--- src/rtl/pmc_shift_sequencer.sv ---
// pmc_shift_sequencer
//   Serial configuration/readout sequencer for the pixel matrix chain.
//   On an accepted start it snapshots the dout lane words and shifts up to
//   WORD_W bits per lane out on matrix_dout, MSB of the selected range first.
//   At the same time it captures matrix_din into din_words. It generates
//   clkSh, shA/shB and an optional write_cfg pulse with HALF_CYC phase timing.
//
// Ports
//   clk, rst        system clock, synchronous active-high reset
//   start           1-cycle request, accepted only while idle
//   abort           return to idle on the next cycle, no done pulse
//   shift_len       bits per lane; 0 or >WORD_W means WORD_W
//   sel_b           0: shA asserted during the sequence, 1: shB
//   wcfg_en         pulse write_cfg after the last shift
//   dout_words      lane j = [j*WORD_W +: WORD_W], sampled at start
//   din_words       captured lane data, lane j = [j*WORD_W +: WORD_W]
//   matrix_dout     serial data to the matrix
//   matrix_din      serial data from the matrix
//   clkSh           shift clock to the matrix
//   shA, shB        shift-chain select
//   write_cfg       configuration latch pulse
//   busy            sequence in progress
//   done            1-cycle pulse on normal completion
module pmc_shift_sequencer #(
    parameter int unsigned LANES    = 16,
    parameter int unsigned WORD_W   = 32,
    parameter int unsigned HALF_CYC = 2
) (
    input  logic                    clk,
    input  logic                    rst,
    input  logic                    start,
    input  logic                    abort,
    input  logic [5:0]              shift_len,
    input  logic                    sel_b,
    input  logic                    wcfg_en,
    input  logic [LANES*WORD_W-1:0] dout_words,
    output logic [LANES*WORD_W-1:0] din_words,
    output logic [LANES-1:0]        matrix_dout,
    input  logic [LANES-1:0]        matrix_din,
    output logic                    clkSh,
    output logic                    shA,
    output logic                    shB,
    output logic                    write_cfg,
    output logic                    busy,
    output logic                    done
);

    localparam int unsigned CNT_W   = (WORD_W > 1) ? $clog2(WORD_W) : 1;
    localparam int unsigned PH_W    = $clog2(HALF_CYC + 1);
    localparam logic [5:0]  MAX_LEN = 6'(WORD_W);
    localparam logic [PH_W-1:0] PH_LAST = PH_W'(HALF_CYC - 1);

    typedef enum logic [2:0] {
        S_IDLE,
        S_SETUP,
        S_CLK_HI,
        S_WRITE,
        S_DONE
    } state_t;

    state_t                  state_q, state_d;
    logic [PH_W-1:0]         ph_q, ph_d;
    logic [CNT_W-1:0]        cnt_q, cnt_d;
    logic [LANES*WORD_W-1:0] snap_q, snap_d;
    logic [LANES*WORD_W-1:0] din_q, din_d;
    logic                    sel_q, sel_d;
    logic                    wen_q, wen_d;
    logic [LANES-1:0]        mdout_q, mdout_d;
    logic                    clksh_q, clksh_d;
    logic                    sha_q, sha_d;
    logic                    shb_q, shb_d;
    logic                    wrcfg_q, wrcfg_d;
    logic                    busy_q, busy_d;
    logic                    done_q, done_d;

    logic                    phase_end;
    logic [5:0]              len_v;
    logic [WORD_W-1:0]       lane_w;

    always_comb begin
        state_d   = state_q;
        ph_d      = ph_q + 1'b1;
        cnt_d     = cnt_q;
        snap_d    = snap_q;
        din_d     = din_q;
        sel_d     = sel_q;
        wen_d     = wen_q;
        len_v     = '0;
        lane_w    = '0;
        phase_end = (ph_q == PH_LAST);

        case (state_q)
            S_IDLE: begin
                ph_d = '0;
                if (start && !abort) begin
                    snap_d  = dout_words;
                    len_v   = (shift_len == 6'd0 || shift_len > MAX_LEN) ? MAX_LEN : shift_len;
                    cnt_d   = CNT_W'(len_v - 6'd1);
                    sel_d   = sel_b;
                    wen_d   = wcfg_en;
                    state_d = S_SETUP;
                end
            end
            S_SETUP: begin
                if (phase_end) begin
                    ph_d    = '0;
                    state_d = S_CLK_HI;
                end
            end
            S_CLK_HI: begin
                if (phase_end) begin
                    ph_d = '0;
                    for (int unsigned j = 0; j < LANES; j++) begin
                        din_d[j*WORD_W +: WORD_W] = {din_q[j*WORD_W +: WORD_W-1], matrix_din[j]};
                    end
                    if (cnt_q == '0) begin
                        state_d = wen_q ? S_WRITE : S_DONE;
                    end else begin
                        cnt_d   = cnt_q - 1'b1;
                        state_d = S_SETUP;
                    end
                end
            end
            S_WRITE: begin
                if (phase_end) begin
                    ph_d    = '0;
                    state_d = S_DONE;
                end
            end
            S_DONE: begin
                ph_d    = '0;
                state_d = S_IDLE;
            end
            default: begin
                ph_d    = '0;
                state_d = S_IDLE;
            end
        endcase

        // Abort overrides every transition, including the capture on the
        // final clkSh-high cycle, so din_words keeps only completed shifts.
        if (abort && state_q != S_IDLE) begin
            state_d = S_IDLE;
            ph_d    = '0;
            din_d   = din_q;
        end

        // Outputs are decoded from the next state and registered, so every
        // pin changes exactly on a clock edge with no decode glitches.
        clksh_d = (state_d == S_CLK_HI);
        wrcfg_d = (state_d == S_WRITE);
        busy_d  = (state_d == S_SETUP) || (state_d == S_CLK_HI) || (state_d == S_WRITE);
        done_d  = (state_d == S_DONE);
        sha_d   = busy_d & ~sel_d;
        shb_d   = busy_d & sel_d;
        mdout_d = '0;
        if (state_d == S_SETUP || state_d == S_CLK_HI) begin
            for (int unsigned j = 0; j < LANES; j++) begin
                lane_w     = snap_d[j*WORD_W +: WORD_W];
                mdout_d[j] = lane_w[cnt_d];
            end
        end
    end

    always_ff @(posedge clk) begin
        if (rst) begin
            state_q <= S_IDLE;
            ph_q    <= '0;
            cnt_q   <= '0;
            snap_q  <= '0;
            din_q   <= '0;
            sel_q   <= 1'b0;
            wen_q   <= 1'b0;
            mdout_q <= '0;
            clksh_q <= 1'b0;
            sha_q   <= 1'b0;
            shb_q   <= 1'b0;
            wrcfg_q <= 1'b0;
            busy_q  <= 1'b0;
            done_q  <= 1'b0;
        end else begin
            state_q <= state_d;
            ph_q    <= ph_d;
            cnt_q   <= cnt_d;
            snap_q  <= snap_d;
            din_q   <= din_d;
            sel_q   <= sel_d;
            wen_q   <= wen_d;
            mdout_q <= mdout_d;
            clksh_q <= clksh_d;
            sha_q   <= sha_d;
            shb_q   <= shb_d;
            wrcfg_q <= wrcfg_d;
            busy_q  <= busy_d;
            done_q  <= done_d;
        end
    end

    assign din_words   = din_q;
    assign matrix_dout = mdout_q;
    assign clkSh       = clksh_q;
    assign shA         = sha_q;
    assign shB         = shb_q;
    assign write_cfg   = wrcfg_q;
    assign busy        = busy_q;
    assign done        = done_q;

endmodule

--- config.mk ---
export PLATFORM = sky130hd
export DESIGN_NAME = pmc_shift_sequencer
export DESIGN_NICKNAME = d
export VERILOG_FILES = /design/src/rtl/pmc_shift_sequencer.sv
export SDC_FILE = /design/constraint.sdc
export NUM_CORES = 2
export LEC_CHECK = 0
export ABC_AREA = 1
export CAP_MARGIN = 10
export CELL_PAD_IN_SITES_DETAIL_PLACEMENT = 0
export CELL_PAD_IN_SITES_GLOBAL_PLACEMENT = 2
export CORE_MARGIN = 3
export CORE_UTILIZATION = 25
export CTS_CLUSTER_SIZE = 40
export DETAILED_ROUTE_END_ITERATION = 12
export GPL_TIMING_DRIVEN = 0
export PLACE_DENSITY_LB_ADDON = 0.1
export REMOVE_ABC_BUFFERS = 1
export SLEW_MARGIN = 20
export SYNTH_ARGS = -nofsm -noshare
export SYNTH_HDL_FRONTEND = slang
export SYNTH_SLANG_ARGS = --single-unit
export TNS_END_PERCENT = 20
--- constraint.sdc ---
create_clock -name clk -period 2.5 [get_ports clk]
set_input_delay 0.5 -clock clk [delete_from_list [all_inputs] [get_ports clk]]
set_output_delay 0.5 -clock clk [all_outputs]
set_load 0.02 [all_outputs]
; ---- Word level (Yosys, flattened, before mapping)
; Cells that the tools add are included.
[totals]
register_bits = 1058
wordCells = 97
in_bits = 540
[op_classes]
eq_ne = 8
bitwise_logic = 6
add_sub_neg = 3
n_lt_le_gt_ge = 2
mux = 49
reduce_logical = 15
[op_table]
columns = cell, count
row1 = $mux W512, 2
row2 = $bmux W1 S5, 16
row3 = $mux W3, 7
row4 = $mux W5, 4
row5 = $mux W1, 18
row6 = $eq A3 B2 Y1 const B, 4
row7 = $pmux W3 S4, 1
row8 = $pmux W5 S2, 1
row9 = $sub A5 B1 Y5 const B, 2
row10 = $eq A3 B1 Y1 const B, 2
row11 = $gt A6 B6 Y1 const B, 1
row12 = $logic_not A6 Y1, 1
row13 = $lt A5 B6 Y1 const B, 1
row14 = $logic_not A5 Y1, 1
row15 = $not A1 Y1, 4
row16 = $reduce_or A4 Y1, 1
row17 = $eq A3 B3 Y1 const B, 1
row18 = $logic_not A3 Y1, 1
row19 = $logic_or A1 B1 Y1, 3
row20 = $reduce_and A3 Y1, 1
row21 = $reduce_bool A3 Y1, 1
row22 = $reduce_or A3 Y1, 1
row23 = $add A2 B1 Y2 const B, 1
row24 = $and A1 B1 Y1, 2
row25 = 5 further kinds, 6

; ---- Longest topological paths before layout
[logic_depth]
ltp_word = 9
depth_mapped = 20

; ---- Worst setup path after synthesis
; No wires, ideal clock.
[synth_timing]
path_kind = input port to flip-flop
from = input port shift_len[2]
to = register mdout_q[1] (netlist: matrix_dout[1])
path_slack_ns = 0.057
cell_stages = 17
t_arrival_ns = 2.379
cell_sequence = nor2_1 > nand3_1 > nand2_1 > nand3_1 > ha_1 > nand2_1 > o211ai_1 > nand3_1 > nand2_1 > buf_2 > clkbuf_1 > nand3_1 > nand3_1 > nand3_1 > nand3_1 > nand2_1 > nor2_1
[synth_via]
elab_chain_cells = 8
word_cells_on_any_way = 9
classes_between = add/sub (1) / order compare (1) / mux (5) / reduce/logical (2)
[synth_rtl]
columns = element, line
row1 = start: declaration, 33  ; input logic [5:0] shift_len,
row2 = $gt A6 B6 Y1 / $logic_not A6 Y1 (equally long branches), 97  ; len_v = (shift_len == 6'd0 || shift_len > MAX_LEN) ? MAX_LEN : shift_len;
row3 = $logic_or A1 B1 Y1, 97
row4 = $mux W5 *, 97
row5 = $sub A5 B1 Y5 *, 98  ; cnt_d = CNT_W'(len_v - 6'd1);
row6 = $mux W5 *, 95  ; if (start && !abort) begin
row7 = $pmux W5 S2 *, 92  ; case (state_q)
row8 = $bmux W1 S5 *, 160  ; mdout_d[j] = lane_w[cnt_d];
row9 = $mux W1 (not written as such) *, 160
row10 = end signal: assignment, 189  ; mdout_q <= mdout_d;
row11 = end: declaration, 68  ; logic [LANES-1:0] mdout_q, mdout_d;
; Mark *: on every way between the ends. The rest lies on a longest branch, timed or not. The select of a mux whose other input is x is not followed.
; A chain may end at the register's enable or synchronous reset.

; ---- Worst setup path in the final report
[layout_timing]
from = register state_q[2]
to = register mdout_q[1] (netlist: matrix_dout[1])
[layout_via]
elab_chain_cells = 7
word_cells_on_any_way = 21
classes_between = eq/ne (5) / mux (10) / bitwise (1) / reduce/logical (5)
[layout_rtl]
columns = element, line
row1 = start: declaration, 61  ; state_t state_q, state_d;
row2 = start signal: assignment, 182  ; state_q <= state_d;
row3 = "parallel branches: the longest is 7 deep, another holds $pmux W5 S2", --
; Several ways; the timed one is not identified. The select of a mux whose other input is x is not followed.

==> metrics <==
status=complete, but fails checks; failing checks=setup timing; WHS Path Cells=2; Gate Count Post-Synth=a little under 6000; WHS=164 ps; Critical Path Start=state_q[2]$_SDFF_PP0_; ANT nets after route=0; CTS tree=built; Setup CP Type=reg -> reg; yosys warns=0; IO buf count=between 1000 and 1500; Pins Over Slew Limit=0; commonest cells after routing, fill and taps aside=nor2_1, dfxtp_1, clkdlybuf4s50_1; Final setup viols=12; Syn Area/Cell=around 7.5 sq um; WP data required=3170 ps; Clk Latency, worst-skew pair=780 ps; Core ar.=172000 sq um; leading area contributor after synthesis=dfxtp_1; CTS Buf Count=140; largest net degree at the start of global routing=141; startpoint types=flip-flop; most common cell after layout, fill and taps aside=nor2_1; FF-to-FF path depth=17; drt pass-1 iters=6; Die Wd=423 um; WP data arrival=3260 ps; largest cells by area after synthesis=dfxtp_1, nor2_1, o21ai_0, mux2i_1, nand2_1; worst clock skew=between 20 and 25 ps; Slew @ Worst Pin=791 ps; Final Net Count=7455; Vias=44100; Hold WC Path Type=in -> reg; WL final=238000 um; crit-path max FO=6; sequential area share after synthesis=0.488; I/O pins=1074; Layout Area Growth over Synthesis=57.4%; Yosys top cell area share=0.488; drt initial violations=3499; CTS sink cnt=1058; GRT Total Usage=0.249; # rows=152; Tcrit/Tclk final=1.04; routed length per instance=25.3 um; RR Startpoint=state_q[2]$_SDFF_PP0_; H-tree depth=4; synthesized area=between 40000 and 50000 sq um; Max clock buf depth=3; Routability Congestion=0.817; post-route minimum period=2590 ps; setup TNS=-334 ps; Post-CTS Hold Buffers=0; vias per cell=about 4.7; initial antenna violation count=117; Die Span Y=423 um; Setup crit end kind=flip-flop; clk slew on worst S/H paths=50 ps; Cell variety after synth=34; DRC Markers=0; Root Buffer=clkbuf_16; Final Hold Vio Count=0; Initial Util=0.252; Yosys reg bits=1058; fin worst setup slack=-89.4 ps; global-route wire length before repair=324000 um; hold_sp=rst; Peak VDD IR=0.650 mV; Finished Core Util=0.397; Detailed Place HPWL=142000 um; max_slew headroom=0.470; fraction of layout cells with a size suffix above 1=0.131; die area=179000 sq um; gr ovfl total=0; Leak=0.0298 uW; FMAX=0.386 GHz; Max Cap Viol=0; RSZ-0062 raised after global routing=yes; Power Density=around 670 nW/um^2; vias in the first global route=about 42000
-- cells in the mapped netlist --
| cell | number |
|---|---|
| nand3_1 | 398 |
| inv_1 | 266 |
| or2_0 | 21 |
| or2_2 | 45 |
| nand2_1 | 584 |
| buf_1 | 16 |
| o32ai_1 | 1 |
| dfxtp_1 | 1058 |
| nor2_1 | 1625 |
| a31oi_2 | 1 |
| mux2i_1 | 256 |
| inv_4 | 1 |
| a22oi_1 | 1 |
| nand4_1 | 211 |
| o211ai_1 | 1 |
| a21oi_1 | 5 |
| o21ai_0 | 720 |
| ha_1 | 4 |
| o21ai_2 | 2 |
| buf_2 | 103 |
| inv_2 | 3 |
| clkbuf_1 | 300 |
| nor2_4 | 1 |
| nand2_2 | 4 |
| nor2_8 | 2 |
| xor2_1 | 2 |
| nor3_1 | 6 |
| o21a_1 | 48 |
| a31oi_1 | 1 |
| nand3_2 | 2 |
| o21ai_1 | 57 |
| buf_4 | 31 |
| o31ai_1 | 1 |
| buf_6 | 17 |
-- cell type report --
| cell class | instances | area [sq um] |
|---|---|---|
| clock buffer | 226 | 4300 |
| multi-input combinational | 4005 | 20900 |
| timing repair buffer | 1433 | 17600 |
| timing repair inverter | 3 | 28.8 |
| tap | 2310 | 2890 |
| clock inverter | 17 | 183 |
| sequential | 1058 | 21200 |
| fill | 17700 | 104000 |
| inverter | 270 | 1110 |
| antenna | 64 | 160 |
-- where the power goes --
| part | internal (uW) | switching [uW] |
|---|---|---|
| registers | 17400 | 160 |
| logic | 3960 | 4660 |
| clock network | 11900 | 8050 |
-- through the flow --
step / cell area (sq um) / instances / total power [uW] / setup WS (ps)
after floorplan: 41300 / 5327 / 21300 / -26780
after global placement: 54900 / 8710 / 24300 / -80130
after detailed placement: 57100 / 8795 / 23900 / -2470
after CTS: 66400 / 9250 / 46100 / -91.1
after global routing: 68300 / 9360 / 48000 / -198
final: 68400 / 9386 / 46100 / -89.4
-- logic make-up after synthesis --
logic type | synth area share
adder cells (fa/ha/maj) | 0.00115
XOR/XNOR | 0.000403
AND/OR/NAND/NOR | 0.280
multiplexers | 0.0590
buffers and inverters | 0.0723
flip-flops | 0.488
AO/OA/AOI/OAI | 0.100
-- state kept, by name, indices dropped and copies added, names as in the netlist, 2 cells and up --
| signal | cells |
|---|---|
| matrix_dout | 16 |
| ph_q | 2 |
| cnt_q | 5 |
| snap_q | 512 |
| din_words | 512 |
| state_q | 3 |
-- critical path, stage by stage (launching register included) --
cell and delay (ps):
dfxtp_4 360, nor2_8 140, nand2_8 70, nor2_8 140, buf_12 160, buf_16 120, buf_16 140, buf_16 160
buf_12 150, buf_4 140, mux2i_2 240, nand2_1 80, nand3_1 70, nand3_1 120, nand3_2 130, nand3_1 90
nand2_1 90, nor2_1 40
-- per-layer routing --
layer	share of wire	track usage	routed length [um]
met5	0.00061	0	144
met4	0.035	0.0969	8410
met3	0.054	0.0513	12800
met2	0.49	0.421	116000
met1	0.42	0.310	100000
-- worst paths after layout --
path	endpoint	slack [ps]
worst max-delay path	matrix_dout[1]$_SDFF_PP0_	-90
worst min-delay path	snap_q[330]$_SDFF_PP0_	160
worst min register to register	snap_q[372]$_SDFF_PP0_	480
worst max register to register	matrix_dout[1]$_SDFF_PP0_	-90
-- repair_timing --
| item | in CTS | in global routing |
|---|---|---|
| gates resized for setup | 414 | 227 |
| cloned | 85 | 26 |
| setup buffers | 130 | 50 |
| setup endpoints to repair | 638 | 111 |
| pin swaps | 82 | 123 |
Power figures use the tool's default switching activity.
